===== src/rtl/dice_roll_accumulator_if.sv =====
// Result handshake between the dice accumulator (master) and its consumer (slave).
// Carries the accumulated total with a valid/ready pair.
interface dice_roll_accumulator_if #(
    parameter int SUM_W = 11
);
    logic [SUM_W-1:0] sum_out;
    logic             sum_valid;
    logic             sum_ready;

    modport master (
        output sum_out,
        output sum_valid,
        input  sum_ready
    );

    modport slave (
        input  sum_out,
        input  sum_valid,
        output sum_ready
    );
endinterface


===== src/rtl/dice_roll_accumulator.sv =====
// Sequencer for the single-die roller: issues N roll pulses, sums the results and
// offers the NdX total on a valid/ready handshake. Optional DICE_ACC_MINMAX_EN adds min/max outputs.
module dice_roll_accumulator #(
    parameter int VAL_W    = 8,
    parameter int MAX_DICE = 8,
    parameter int CNT_W    = 4,
    parameter int SUM_W    = 11
) (
    input  logic                 clock,
    input  logic                 reset,
    input  logic                 start,
    input  logic [CNT_W-1:0]     num_dice,
    input  logic [1:0]           die_select_in,
    output logic [1:0]           die_select,
    output logic                 roll,
    input  logic [VAL_W-1:0]     rolled_number,
    output logic                 busy,
    output logic                 error,
`ifdef DICE_ACC_MINMAX_EN
    output logic [VAL_W-1:0]     min_out,
    output logic [VAL_W-1:0]     max_out,
`endif
    dice_roll_accumulator_if.master res
);

    typedef enum logic [1:0] {
        S_IDLE,
        S_ROLL,
        S_CAPTURE,
        S_DONE
    } state_t;

    state_t             state_q, state_d;
    logic [CNT_W-1:0]   num_q, num_d;
    logic [CNT_W-1:0]   cnt_q, cnt_d;
    logic [1:0]         sel_q, sel_d;
    logic [SUM_W-1:0]   sum_q, sum_d;
    logic               error_q, error_d;
    logic               num_illegal;
`ifdef DICE_ACC_MINMAX_EN
    logic [VAL_W-1:0]   min_q, min_d;
    logic [VAL_W-1:0]   max_q, max_d;
`endif

    assign num_illegal = (num_dice == '0) || (num_dice > CNT_W'(MAX_DICE));

    always_ff @(posedge clock) begin
        if (reset) begin
            state_q <= S_IDLE;
            num_q   <= '0;
            cnt_q   <= '0;
            sel_q   <= '0;
            sum_q   <= '0;
            error_q <= 1'b0;
`ifdef DICE_ACC_MINMAX_EN
            min_q   <= '0;
            max_q   <= '0;
`endif
        end else begin
            state_q <= state_d;
            num_q   <= num_d;
            cnt_q   <= cnt_d;
            sel_q   <= sel_d;
            sum_q   <= sum_d;
            error_q <= error_d;
`ifdef DICE_ACC_MINMAX_EN
            min_q   <= min_d;
            max_q   <= max_d;
`endif
        end
    end

    always_comb begin
        state_d = state_q;
        num_d   = num_q;
        cnt_d   = cnt_q;
        sel_d   = sel_q;
        sum_d   = sum_q;
        error_d = 1'b0;
`ifdef DICE_ACC_MINMAX_EN
        min_d   = min_q;
        max_d   = max_q;
`endif
        case (state_q)
            S_IDLE: begin
                if (start) begin
                    if (num_illegal) begin
                        error_d = 1'b1;
                    end else begin
                        state_d = S_ROLL;
                        num_d   = num_dice;
                        sel_d   = die_select_in;
                        sum_d   = '0;
                        cnt_d   = '0;
`ifdef DICE_ACC_MINMAX_EN
                        min_d   = '0;
                        max_d   = '0;
`endif
                    end
                end
            end
            S_ROLL: begin
                state_d = S_CAPTURE;
            end
            S_CAPTURE: begin
                sum_d = sum_q + SUM_W'(rolled_number);
                cnt_d = cnt_q + CNT_W'(1);
`ifdef DICE_ACC_MINMAX_EN
                // The first capture seeds both extremes; later ones compare.
                if (cnt_q == '0) begin
                    min_d = rolled_number;
                    max_d = rolled_number;
                end else begin
                    if (rolled_number < min_q) min_d = rolled_number;
                    if (rolled_number > max_q) max_d = rolled_number;
                end
`endif
                state_d = (cnt_d == num_q) ? S_DONE : S_ROLL;
            end
            S_DONE: begin
                if (res.sum_ready) state_d = S_IDLE;
            end
            default: state_d = S_IDLE;
        endcase
    end

    // Outputs decode directly from registered state so they are clean after reset.
    assign roll          = (state_q == S_ROLL);
    assign busy          = (state_q != S_IDLE);
    assign die_select    = sel_q;
    assign error         = error_q;
    assign res.sum_out   = sum_q;
    assign res.sum_valid = (state_q == S_DONE);
`ifdef DICE_ACC_MINMAX_EN
    assign min_out       = min_q;
    assign max_out       = max_q;
`endif

endmodule


===== src/flat_wrapper.sv =====
// flat-port wrapper written by rule: the top's interface ports become plain ports
module dice_roll_accumulator_flat 
#(
    parameter int VAL_W    = 8,
    parameter int MAX_DICE = 8,
    parameter int CNT_W    = 4,
    parameter int SUM_W    = 11
)
  (clock, reset, start, num_dice, die_select_in, die_select, roll, rolled_number, busy, error, res_sum_out, res_sum_valid, res_sum_ready);
  dice_roll_accumulator_if #(.SUM_W(SUM_W)) res_i ();
  input  logic clock;
  input  logic reset;
  input  logic start;
  input  logic [CNT_W-1:0] num_dice;
  input  logic [1:0] die_select_in;
  output logic [1:0] die_select;
  output logic roll;
  input  logic [VAL_W-1:0] rolled_number;
  output logic busy;
  output logic error;
  output wire logic [$bits(res_i.sum_out)-1:0] res_sum_out;
  output wire logic [$bits(res_i.sum_valid)-1:0] res_sum_valid;
  input wire logic [$bits(res_i.sum_ready)-1:0] res_sum_ready;
  assign res_sum_out = res_i.sum_out;
  assign res_sum_valid = res_i.sum_valid;
  assign res_i.sum_ready = res_sum_ready;
  dice_roll_accumulator #(.VAL_W(VAL_W), .MAX_DICE(MAX_DICE), .CNT_W(CNT_W), .SUM_W(SUM_W)) u_core (.clock(clock), .reset(reset), .start(start), .num_dice(num_dice), .die_select_in(die_select_in), .die_select(die_select), .roll(roll), .rolled_number(rolled_number), .busy(busy), .error(error), .res(res_i));
endmodule

===== config.mk =====
export PLATFORM = sky130hd
export DESIGN_NAME = dice_roll_accumulator_flat
export DESIGN_NICKNAME = d
export VERILOG_FILES = /design/src/rtl/dice_roll_accumulator_if.sv /design/src/rtl/dice_roll_accumulator.sv /design/src/flat_wrapper.sv
export SDC_FILE = /design/constraint.sdc
export NUM_CORES = 1
export LEC_CHECK = 0
export CAP_MARGIN = 10
export CORE_UTILIZATION = 30
export CTS_CLUSTER_SIZE = 10
export DETAILED_ROUTE_END_ITERATION = 7
export MAX_ROUTING_LAYER = met4
export SLEW_MARGIN = 0
export SYNTH_ARGS = -nofsm -noshare
export SYNTH_HDL_FRONTEND = slang
export SYNTH_SLANG_ARGS = --single-unit

===== constraint.sdc =====
create_clock -name clock -period 2.4 [get_ports clock]
set_clock_uncertainty 0.1 [all_clocks]
set_input_delay 0.48 -clock clock [delete_from_list [all_inputs] [get_ports clock]]
set_output_delay 0.48 -clock clock [all_outputs]
set_load 0.03 [all_outputs]

==> impl_metrics.py <==
metrics = {
    "outcome": {
        "status": "complete, no violations",
    },
    "cells_and_area": {
        "area_delta_synth_final_pct": 44.72,
        "layout-drive-gt1-share_pct": 15.50,
        "postLayoutCellArea_um2": 1956,
        "fin_util_pct": 44.91,
        "diodes": 0,
        "nNetsFinal": 229,
    },
    "synth": {
        "netlist_area_um2": 1351,
        "synth_top_area_share_pct": 35.56,
        "async_flop_share_pct": 0,
        "dominantRegCellSynth": "dfxtp_1",
        "synth.avg_cell_area_um2": 9.069,
        "synth_edf_count": 0,
        "yosysUniqueCellTypes": 36,
        "yosysWarnings": 0,
        "syn_nets": 177,
        "ys_ff_latch": 24,
        "synthCells": 149,
        "ys_seq_area_share_pct": 35.56,
        "synth.top_cells.by_area": "dfxtp_1, ha_1, a21oi_1, nor2_1, xnor2_1",
        "yosysTopAreaCell": "dfxtp_1",
    },
    "global_routing": {
        "grt_max_degree": 15,
        "grt_pass1_vias": 1089,
        "grt.overflow.total": 0,
        "gr-usage-all-layers_pct": 13.14,
        "antenna_found_initial": 0,
        "grt_pass1_wl_um": 5071,
    },
    "critical_path": {
        "cp.required_ns": 2.47,
        "critPathArrivalTime_ns": 2.41,
        "slowest_delay_ns": 0.41,
        "critPathKind": "in -> reg",
        "critPathMaxFanout": 4,
        "crit_chain": "clkdlybuf4s50_1, ha_2, fa_2, a21o_1, a221oi_2, buf_4, o21a_1, or3_1, a21oi_2",
        "critPathSlowestCell": "clkdlybuf4s50_1",
        "cp-start-kind": "input port",
        "cp-end-kind": "flop",
    },
    "clock_network": {
        "root_buffer": "clkbuf_8",
        "cts_hold_buf": 0,
        "numCtsBuffers": 3,
        "clkTransAtPathRegs_ns": 0.09,
        "clock_sinks": 24,
        "cts.htree.levels": 1,
        "cts_tree": "yes",
        "clk_latency_ns": 0.27,
        "clock_path_buffers": 2,
    },
    "timing": {
        "finalMaxSlewViolations": 0,
        "post-route-period-util_pct": 97.54,
        "rsz0062_at_grt": "false",
        "relSlewSlack_pct": 71.68,
        "hold_violations": 0,
        "worstMarginPinSlew_ns": 0.4234,
        "timing.fmax_mhz": 427.2,
        "fin_setup_tns_ns": 0,
        "whs_ns": 0.3878,
        "fin_crit_ns": 2.341,
        "setup_viol": 0,
    },
    "placed_design": {
        "dp_hpwl_um": 2284,
        "dpl_cell_area_um2": 1858,
        "gp_congestion": 0.7628,
        "port_buffers": 34,
    },
    "detailed_routing": {
        "drtIter0Drc": 47,
        "ant_nets": 0,
        "dr.pass1.iters": 4,
        "totalWireLength_um": 2998,
        "wl_per_cell_um": 11.90,
        "vias_per_cell": 4.722,
        "drc": 0,
        "vias": 1190,
    },
    "die": {
        "die_h_um": 69.12,
        "start_util_pct": 31.03,
        "rows": 24,
        "core_um2": 4354,
        "die_x_um": 69.12,
        "dieArea_um2": 4777,
        "ios": 35,
    },
    "power_and_ir_drop": {
        "peakVddDrop_uv": 223.0,
        "leakage_nw": 0.8017,
        "power_w": 0.0009863,
        "p_per_area_nw_per_um2": 504.3,
    },
    "job": {
        "maxCapViolCount": 0,
    },
    "min_path": {
        "min_path_type": "reg -> reg",
    },
}
[report_power, final]
group	internal [W]	leakage, nW	switching [W]
Clock	0.000223	0.0357	0.000140
Sequential	0.000411	0.195	0.0000108
Combinational	0.000104	0.571	0.0000981
[logic make-up after synthesis]
group	Yosys count	synth area share, %
compound gates	44	22.78
fa+ha+maj	10	9.815
xor+xnor	12	7.778
buf+inv	6	1.945
mux	5	3.704
simple gates	48	18.43
flops	24	35.56
[synthesized netlist by cell type, types with 2 or more instances]
cell type and n:
ha_1 9, xnor2_1 7, o21ai_0 6, nand3b_1 2, or3_1 3, or2_1 2, nor3_1 3, xor2_1 5
clkbuf_1 3, a211oi_1 2, nor2_1 18, dfxtp_1 24, mux2i_1 5, a31oi_1 2, a22oi_1 8, nand2_1 5
nand2b_1 5, o211ai_1 2, a21oi_1 14, inv_1 2, a21o_1 4, nor2b_1 4
[per-layer routing]
layer  track usage [%]  vias to the layer above  share of wire (%)
met5                 -                        -                  0
met4             4.082                        0                1.0
met3             1.901                        2                3.4
met2             20.17                       20                 45
met1             17.80                      530                 51
li1                  -                      638                  -
[critical path: cells and delay by family]
kind / cells / cell delay, ns
fa+ha+maj: 2 / 0.56
compound gates: 4 / 0.65
buf+inv: 2 / 0.57
simple gates: 1 / 0.14
[sequential cells by signal (all words and copies together), names as in the netlist]
register            cells
u_core.state_q          2
u_core.cnt_q            4
u_core.res.sum_out     11
u_core.error            1
u_core.die_select       2
u_core.num_q            4
[cell type report]
class                           count  area [um^2]
Sequential cell                    24        480.5
Inverter                            2        7.507
Clock inverter                      1        30.03
Tap cell                           52        65.06
Multi-Input combinational cell    119        863.3
Clock buffer                        3        41.29
Timing Repair Buffer               51        467.9
Fill cell                         430         2399
[repair_timing]
item / 4_1_cts / 5_1_grt
endpoints found under the hold margin: 0 / 0
resized for setup: 1 / 5
pin swaps: 0 / 6
endpoints found under the setup margin: 2 / 2
setup buffers: 0 / 1
[stage by stage]
stage          cells  worst slack (ns)
6_report         252           0.05915
5_1_grt          252           0.01394
4_1_cts          251          0.003049
3_5_place_dp     247           -0.3517
3_3_place_gp     247           -0.3086
2_1_floorplan    149            0.2111
[placed cells by master, fill, tap and decap left out, types with 2 or more instances in the layout]
master           count
or2_1                2
xnor2_1              7
a21oi_1             13
or3_1                3
nand2b_1             5
a22oi_1              8
nor2_1              18
xor2_1               5
buf_4               17
ha_1                 8
clkdlybuf4s50_1     34
a21o_1               4
nor3_1               3
o21ai_0              5
dfxtp_1             24
nor2b_1              4
nand3b_1             2
clkbuf_8             3
o211ai_1             2
nand2_1              5
mux2i_1              5
inv_1                2
a211oi_1             2
a31oi_1              2
[worst paths after layout]
path	from	endpoint	slack, ns	cells past startpoint
min	u_core.res.sum_out[10]	u_core.res.sum_out[10]	0.39	2
min reg2reg	u_core.res.sum_out[10]	u_core.res.sum_out[10]	0.39	2
max	rolled_number[0]	u_core.res.sum_out[10]	0.06	9
max reg2reg	u_core.res.sum_out[0]	u_core.res.sum_out[10]	0.33	8
(Power assumes the default switching activity.)
